**src/rtl/imem_loader_pkg.sv**
```systemverilog
// Shared types and constants for the instruction-memory loader.
package imem_loader_pkg;

  localparam int IMEM_DEPTH     = 256;
  localparam int BYTES_PER_WORD = 4;

  typedef enum logic [2:0] {
    IDLE    = 3'd0,
    COLLECT = 3'd1,
    WRITE   = 3'd2,
    CHECK   = 3'd3,
    DONE    = 3'd4,
    ERROR   = 3'd5
  } state_e;

endpackage

```
**src/rtl/imem_loader_if.sv**
```systemverilog
// Byte-stream input and instruction-memory write bus of the loader.
// A byte moves on a clock edge only when byte_valid and byte_ready are both high;
// the source holds byte_data stable while byte_valid is high and byte_ready is low.
interface imem_loader_if #(
  parameter int ADDR_W = 8
);
  logic              byte_valid;
  logic [7:0]        byte_data;
  logic              byte_ready;
  logic              wr_en;
  logic [ADDR_W-1:0] wr_addr;
  logic [31:0]       wr_data;

  modport master (
    output byte_valid, byte_data,
    input  byte_ready, wr_en, wr_addr, wr_data
  );

  modport slave (
    input  byte_valid, byte_data,
    output byte_ready, wr_en, wr_addr, wr_data
  );
endinterface

```
**src/rtl/imem_word_packer.sv**
```systemverilog
// Shifts bytes MSB-first into a 32-bit word; word_full_o flags the 4th byte of a word.
module imem_word_packer
  import imem_loader_pkg::*;
(
  input  logic        clk,
  input  logic        reset,
  input  logic        clear_i,
  input  logic        shift_en_i,
  input  logic [7:0]  byte_i,
  output logic [31:0] word_o,
  output logic        word_full_o
);

  logic [31:0] word_q;
  logic [1:0]  cnt_q;

  always_ff @(negedge clk) begin
    if (reset || clear_i) begin
      word_q <= '0;
      cnt_q  <= '0;
    end else if (shift_en_i) begin
      word_q <= {word_q[23:0], byte_i};
      cnt_q  <= cnt_q + 2'd1;
    end
  end

  assign word_o      = word_q;
  assign word_full_o = shift_en_i && (cnt_q == 2'(BYTES_PER_WORD - 1));

endmodule

```
**src/rtl/imem_loader.sv**
```systemverilog
// Loads a byte stream into instruction memory and holds the CPU in reset until done.
// Optional trailing checksum byte: define IMEM_LOADER_CHECKSUM_EN.
module imem_loader
  import imem_loader_pkg::*;
#(
  parameter int ADDR_W = 8
) (
  input  logic            clk,
  input  logic            reset,
  input  logic            start,
  input  logic [ADDR_W:0] word_count,
  output logic            busy,
  output logic            done,
  output logic            err,
  output logic            cpu_reset,
  output state_e          dbg_state,
  imem_loader_if.slave    bus
);

  localparam logic [ADDR_W:0] MAX_WORDS = (ADDR_W + 1)'(1) << ADDR_W;

  state_e            state_q, state_d;
  logic [ADDR_W:0]   count_q, count_d, idx_q, idx_d, idx_inc, count_clamped;
  logic [ADDR_W-1:0] addr_q, addr_d;
  logic              pk_clear, pk_shift, pk_full, load_go;
  logic [31:0]       pk_word;
`ifdef IMEM_LOADER_CHECKSUM_EN
  logic [7:0]        sum_q, sum_d, sum_chk;
  assign sum_chk = sum_q + bus.byte_data;
`endif

  assign count_clamped = (word_count > MAX_WORDS) ? MAX_WORDS : word_count;
  assign idx_inc       = idx_q + (ADDR_W + 1)'(1);
  assign load_go       = start && !busy;

  imem_word_packer u_packer (
    .clk        (clk),
    .reset      (reset),
    .clear_i    (pk_clear),
    .shift_en_i (pk_shift),
    .byte_i     (bus.byte_data),
    .word_o     (pk_word),
    .word_full_o(pk_full)
  );

  always_ff @(negedge clk) begin
    if (reset) begin
      state_q <= IDLE;
      count_q <= '0;
      idx_q   <= '0;
      addr_q  <= '0;
`ifdef IMEM_LOADER_CHECKSUM_EN
      sum_q   <= '0;
`endif
    end else begin
      state_q <= state_d;
      count_q <= count_d;
      idx_q   <= idx_d;
      addr_q  <= addr_d;
`ifdef IMEM_LOADER_CHECKSUM_EN
      sum_q   <= sum_d;
`endif
    end
  end

  always_comb begin
    state_d  = state_q;
    count_d  = count_q;
    idx_d    = idx_q;
    addr_d   = addr_q;
    pk_clear = 1'b0;
    pk_shift = 1'b0;
`ifdef IMEM_LOADER_CHECKSUM_EN
    sum_d    = sum_q;
`endif
    if (load_go) begin
      count_d  = count_clamped;
      idx_d    = '0;
      addr_d   = '0;
      pk_clear = 1'b1;
`ifdef IMEM_LOADER_CHECKSUM_EN
      sum_d    = '0;
`endif
      state_d  = (count_clamped == '0) ? DONE : COLLECT;
    end else begin
      case (state_q)
        COLLECT: begin
          pk_shift = bus.byte_valid;
`ifdef IMEM_LOADER_CHECKSUM_EN
          if (bus.byte_valid) sum_d = sum_chk;
`endif
          // Address is captured here so it stays valid through WRITE and into DONE.
          if (pk_full) begin
            addr_d  = idx_q[ADDR_W-1:0];
            state_d = WRITE;
          end
        end
        WRITE: begin
          idx_d = idx_inc;
          if (idx_inc < count_q) begin
            state_d = COLLECT;
          end else begin
`ifdef IMEM_LOADER_CHECKSUM_EN
            state_d = CHECK;
`else
            state_d = DONE;
`endif
          end
        end
`ifdef IMEM_LOADER_CHECKSUM_EN
        CHECK: begin
          if (bus.byte_valid) state_d = (sum_chk == 8'd0) ? DONE : ERROR;
        end
`endif
        default: state_d = state_q;
      endcase
    end
  end

`ifdef IMEM_LOADER_CHECKSUM_EN
  assign busy           = (state_q == COLLECT) || (state_q == WRITE) || (state_q == CHECK);
  assign bus.byte_ready = (state_q == COLLECT) || (state_q == CHECK);
  assign err            = (state_q == ERROR);
`else
  assign busy           = (state_q == COLLECT) || (state_q == WRITE);
  assign bus.byte_ready = (state_q == COLLECT);
  assign err            = 1'b0;
`endif

  assign bus.wr_en   = (state_q == WRITE);
  assign bus.wr_addr = addr_q;
  assign bus.wr_data = pk_word;
  assign done        = (state_q == DONE);
  assign cpu_reset   = (state_q != DONE);
  assign dbg_state   = state_q;

endmodule

```
**src/flat_wrapper.sv**
```systemverilog
// flat-port wrapper written by rule: the top's interface ports become plain ports
module imem_loader_flat import imem_loader_pkg::*;
#(
  parameter int ADDR_W = 8
)
  (clk, reset, start, word_count, busy, done, err, cpu_reset, dbg_state, bus_byte_valid, bus_byte_data, bus_byte_ready, bus_wr_en, bus_wr_addr, bus_wr_data);
  imem_loader_if #(.ADDR_W(ADDR_W)) bus_i ();
  input  logic clk;
  input  logic reset;
  input  logic start;
  input  logic [ADDR_W:0] word_count;
  output logic busy;
  output logic done;
  output logic err;
  output logic cpu_reset;
  output state_e dbg_state;
  input wire logic [$bits(bus_i.byte_valid)-1:0] bus_byte_valid;
  input wire logic [$bits(bus_i.byte_data)-1:0] bus_byte_data;
  output wire logic [$bits(bus_i.byte_ready)-1:0] bus_byte_ready;
  output wire logic [$bits(bus_i.wr_en)-1:0] bus_wr_en;
  output wire logic [$bits(bus_i.wr_addr)-1:0] bus_wr_addr;
  output wire logic [$bits(bus_i.wr_data)-1:0] bus_wr_data;
  assign bus_i.byte_valid = bus_byte_valid;
  assign bus_i.byte_data = bus_byte_data;
  assign bus_byte_ready = bus_i.byte_ready;
  assign bus_wr_en = bus_i.wr_en;
  assign bus_wr_addr = bus_i.wr_addr;
  assign bus_wr_data = bus_i.wr_data;
  imem_loader #(.ADDR_W(ADDR_W)) u_core (.clk(clk), .reset(reset), .start(start), .word_count(word_count), .busy(busy), .done(done), .err(err), .cpu_reset(cpu_reset), .dbg_state(dbg_state), .bus(bus_i));
endmodule
```
**config.mk**
```make
export PLATFORM = sky130hd
export DESIGN_NAME = imem_loader_flat
export DESIGN_NICKNAME = d
export VERILOG_FILES = /design/src/rtl/imem_loader_pkg.sv /design/src/rtl/imem_loader_if.sv /design/src/rtl/imem_word_packer.sv /design/src/rtl/imem_loader.sv /design/src/flat_wrapper.sv
export SDC_FILE = /design/constraint.sdc
export NUM_CORES = 1
export LEC_CHECK = 0
export BUFFER_PORTS_ARGS = -buffer_cell sky130_fd_sc_hd__buf_2
export CORE_UTILIZATION = 46
export CTS_BUF_LIST = sky130_fd_sc_hd__clkbuf_16
export DETAILED_ROUTE_END_ITERATION = 16
export PLACE_DENSITY = 0.71
export SYNTH_ARGS = -nofsm -noshare
export SYNTH_HDL_FRONTEND = slang
export SYNTH_HIERARCHICAL = 1
export SYNTH_SLANG_ARGS = --single-unit
export TNS_END_PERCENT = 50
```
**constraint.sdc**
```tcl
create_clock -name clk -period 2.85 [get_ports clk]
set_input_delay 0.57 -clock clk [delete_from_list [all_inputs] [get_ports clk]]
set_output_delay 0.57 -clock clk [all_outputs]
set_load 0.005 [all_outputs]
```
==> results_dict.tcl <==
set metrics [dict create \
    drv_cap 0 \
    die_y_um 79.8 \
    via_per_inst 4.83 \
    synth_seq_cells 63 \
    cts_buffers 9 \
    postSynthAreaPerCell_um2 9.73 \
    cp-start-kind "flop" \
    skew_ns 0.0178 \
    netSwitchingPower_w 0.000771 \
    core_area_um2 5680 \
    synth_edf_count 0 \
    yosys.area.top_type "dfxtp_1" \
    setup_tns_ns -2.35 \
    r2r-end "u_core/dbg_state[0]" \
    wl_met3_um 376 \
    p_sw_share_pct 29.0 \
    start_util_pct 49.0 \
    dp_hpwl_mm 4.10 \
    wl_met2_mm 3.60 \
    track_usage_pct 22.0 \
    min_delay_path_depth 2 \
    cts_root_buf "clkbuf_16" \
    wl_per_cell_um 13.0 \
    hold_slack_ns 0.449 \
    routed_wl_mm 6.78 \
    final_max_slew_viol_count 0 \
    finalHoldViolCount 0 \
    rrSetupSlack_ns 0.34 \
    first_pass_iters 4 \
    cts_buffer_depth 2 \
    violations "negative setup slack" \
    status "finished, violations left" \
    synth_seq_area_share_pct 45.3 \
    worstHoldPathType "flop to flop" \
    p_seq_share_pct 34.1 \
    cp_slowest_cell "dfxtp_4" \
    wirelength_met1_mm 2.71 \
    reg2reg_depth 11 \
    fin_util_pct 71.8 \
    nets 477 \
    finalSetupViolCount 8 \
    synth_flop_cell "dfxtp_1" \
    route.detailed.drc 0 \
    critPathArrivalTime_ns 2.74 \
    fin_ws_ns -0.458 \
    antenna_found_initial 0 \
    powerDensity_nw_per_um2 653 \
    p_total_w 0.00266 \
    drt_iter0_markers 93 \
    syn-num-nets 317 \
    pwr-share-clk_pct 59.2 \
    crit_path_end_kind "primary output" \
    critical_path_required_ns 2.28 \
    ant_nets 0 \
    path_clk_slew_ns 0.05 \
    drive_above_1_share_pct 36.8 \
    fill_cells 434 \
    worstPathCellList "buf_4 > xor2_1 > and2_4 > buf_2" \
    synth_top_area_share_pct 45.3 \
    worstHoldEndpoint "u_core/count_q[3]" \
    clk-insertion-delay-late_ns 0.39 \
    power.leakage_nw 2.04 \
    rows 27 \
    syn_to_final_growth_pct 46.5 \
    async_reset_ff_share_pct 0 \
    ys_types 39 \
    gp_congestion 0.803 \
    cts_tree "built" \
    placed_area_um2 3330 \
    fin_area_um2 4080 \
    port_buffers 68 \
    slowest_delay_ns 0.35 \
    synthTopCellsByCount "63 x dfxtp_1, 58 x nor2_1, 42 x mux2i_1" \
    r2r-start "u_core/idx_q[1]" \
    vias 2524 \
    path_max_fanout 5 \
    ir_drop_v 0.000471 \
    yosysMostFrequentCell "dfxtp_1" \
    criticalPathCategory "flop to primary output" \
    syn_inst 286 \
    cts.sink_count 63 \
    yosysWarningCount 6 \
    grt_pass1_wl_mm 10.8 \
    ios 70 \
    p_int_w 0.00189 \
    comb_power_share_pct 6.7 \
    highest_layer "met4" \
    synthTopCellsByArea "dfxtp_1 45%, mux2i_1 15%, nor2_1 7.8%" \
    grt-ovfl-total 0 \
    rsz0062_at_grt "true" \
    die_w_um 79.8 \
    htreeDepth 3 \
    antennaDiodeCount 0 \
    grt_pass1_vias 2607 \
    grt_max_degree 35 \
    min-delay-start "u_core/count_q[3]" \
    fp.dieArea_um2 6360 \
    synth_area_um2 2780 \
]
==> cell families (layout without fill, tap and decap cells) <==
group | count (synthesis) | in the layout | synth area share (%)
simple gates | 100 | 100 | 16.4
flops | 63 | 63 | 45.3
mux | 42 | 42 | 15.1
buf+inv | 29 | 194 | 7.28
compound gates | 24 | 24 | 5.89
xor+xnor | 17 | 17 | 5.35
fa+ha+maj | 10 | 10 | 4.50
other cells | 1 | 1 | 0.135
==> placed cells by master (no fill, tap or decap), drive strengths merged <==
cell type,count
a211oi,1
a21oi,8
a22o,6
a22oi,1
a31oi,1
and2,4
and3,4
buf,104
bufinv,2
clkbuf,9
clkinv,1
clkinvlp,1
conb,1
dfxtp,63
ha,10
inv,77
mux2i,42
nand2,12
nand2b,3
nand3,5
nand3b,2
nand4,4
nor2,59
nor2b,1
nor3b,1
nor4,2
o2111ai,1
o211a,1
o21ai,4
o22ai,1
or2,2
or3,1
xnor2,5
xor2,12
==> worst max path at each step <==
stage,start,endpoint,slack [ns]
CTS,u_core/dbg_state[1],done,-0.43
global placement,bus_byte_valid,u_core/bus.wr_addr[7],-0.23
floorplan,bus_byte_valid,u_core/bus.wr_addr[6],-0.34
detailed placement,bus_byte_valid,u_core/bus.wr_addr[1],-0.29
finish,u_core/dbg_state[1],busy,-0.46
global route,u_core/dbg_state[1],busy,-0.50
==> per-layer routing <==
metal | up-vias | GRT usage (%)
met3 | 8 | 11.4
li1 | 1280 | -
met4 | 0 | 12.0
met2 | 61 | 37.4
met5 | - | 0
met1 | 1175 | 21.4
==> state kept, by name, summed over array words and instances (netlist names) <==
signal                  count
u_core/count_q              9
u_core/idx_q                9
u_core/dbg_state            3
u_core/bus.wr_addr          8
u_core/u_packer/word_o     32
u_core/u_packer/cnt_q       2
==> through the flow <==
stage | instances | setup slack [ns]
after CTS | 520 | -0.433
final | 523 | -0.458
after detailed placement | 440 | -0.287
after global placement | 440 | -0.233
after floorplan | 286 | -0.340
after global routing | 523 | -0.496
==> power groups by stage <==
stage / sequential (W) / combinational (W) / clock, W
finish: 0.000908 / 0.000178 / 0.00158
global route: 0.000907 / 0.000192 / 0.00173
CTS: 0.000910 / 0.000172 / 0.00160
detailed placement: 0.000920 / 0.000167 / 0.000139
global placement: 0.000920 / 0.000164 / 0.000139
floorplan: 0.000920 / 0.000107 / 0.000139
==> worst max-delay path, delay by kind of cell, from the launching register on <==
family | cells | cell delay (ns)
flops | 1 | 0.35
xor+xnor | 1 | 0.16
simple gates | 1 | 0.17
buf+inv | 2 | 0.23
==> layout make-up <==
type                    count  area, um^2  area share [%]
clock buffers               9         225            5.52
clock inverters            70         342            8.38
inverters                  11        43.8            1.07
multi-input cells         194        1330            32.6
flip-flops and latches     63        1320            32.2
well taps                  72        90.1            2.21
repair buffers            104         731            17.9
==> timing repair <==
| item | in CTS | in global routing |
|---|---|---|
| endpoints found under the hold margin | 0 | 0 |
| hold buffers | 0 | 0 |
| setup buffers | 3 | 3 |
| gates resized for setup | 29 | 29 |
| setup endpoints to repair | 29 | 39 |
| gates cloned | 0 | 0 |
| pin swaps | 2 | 1 |
(Power assumes the default switching activity.)
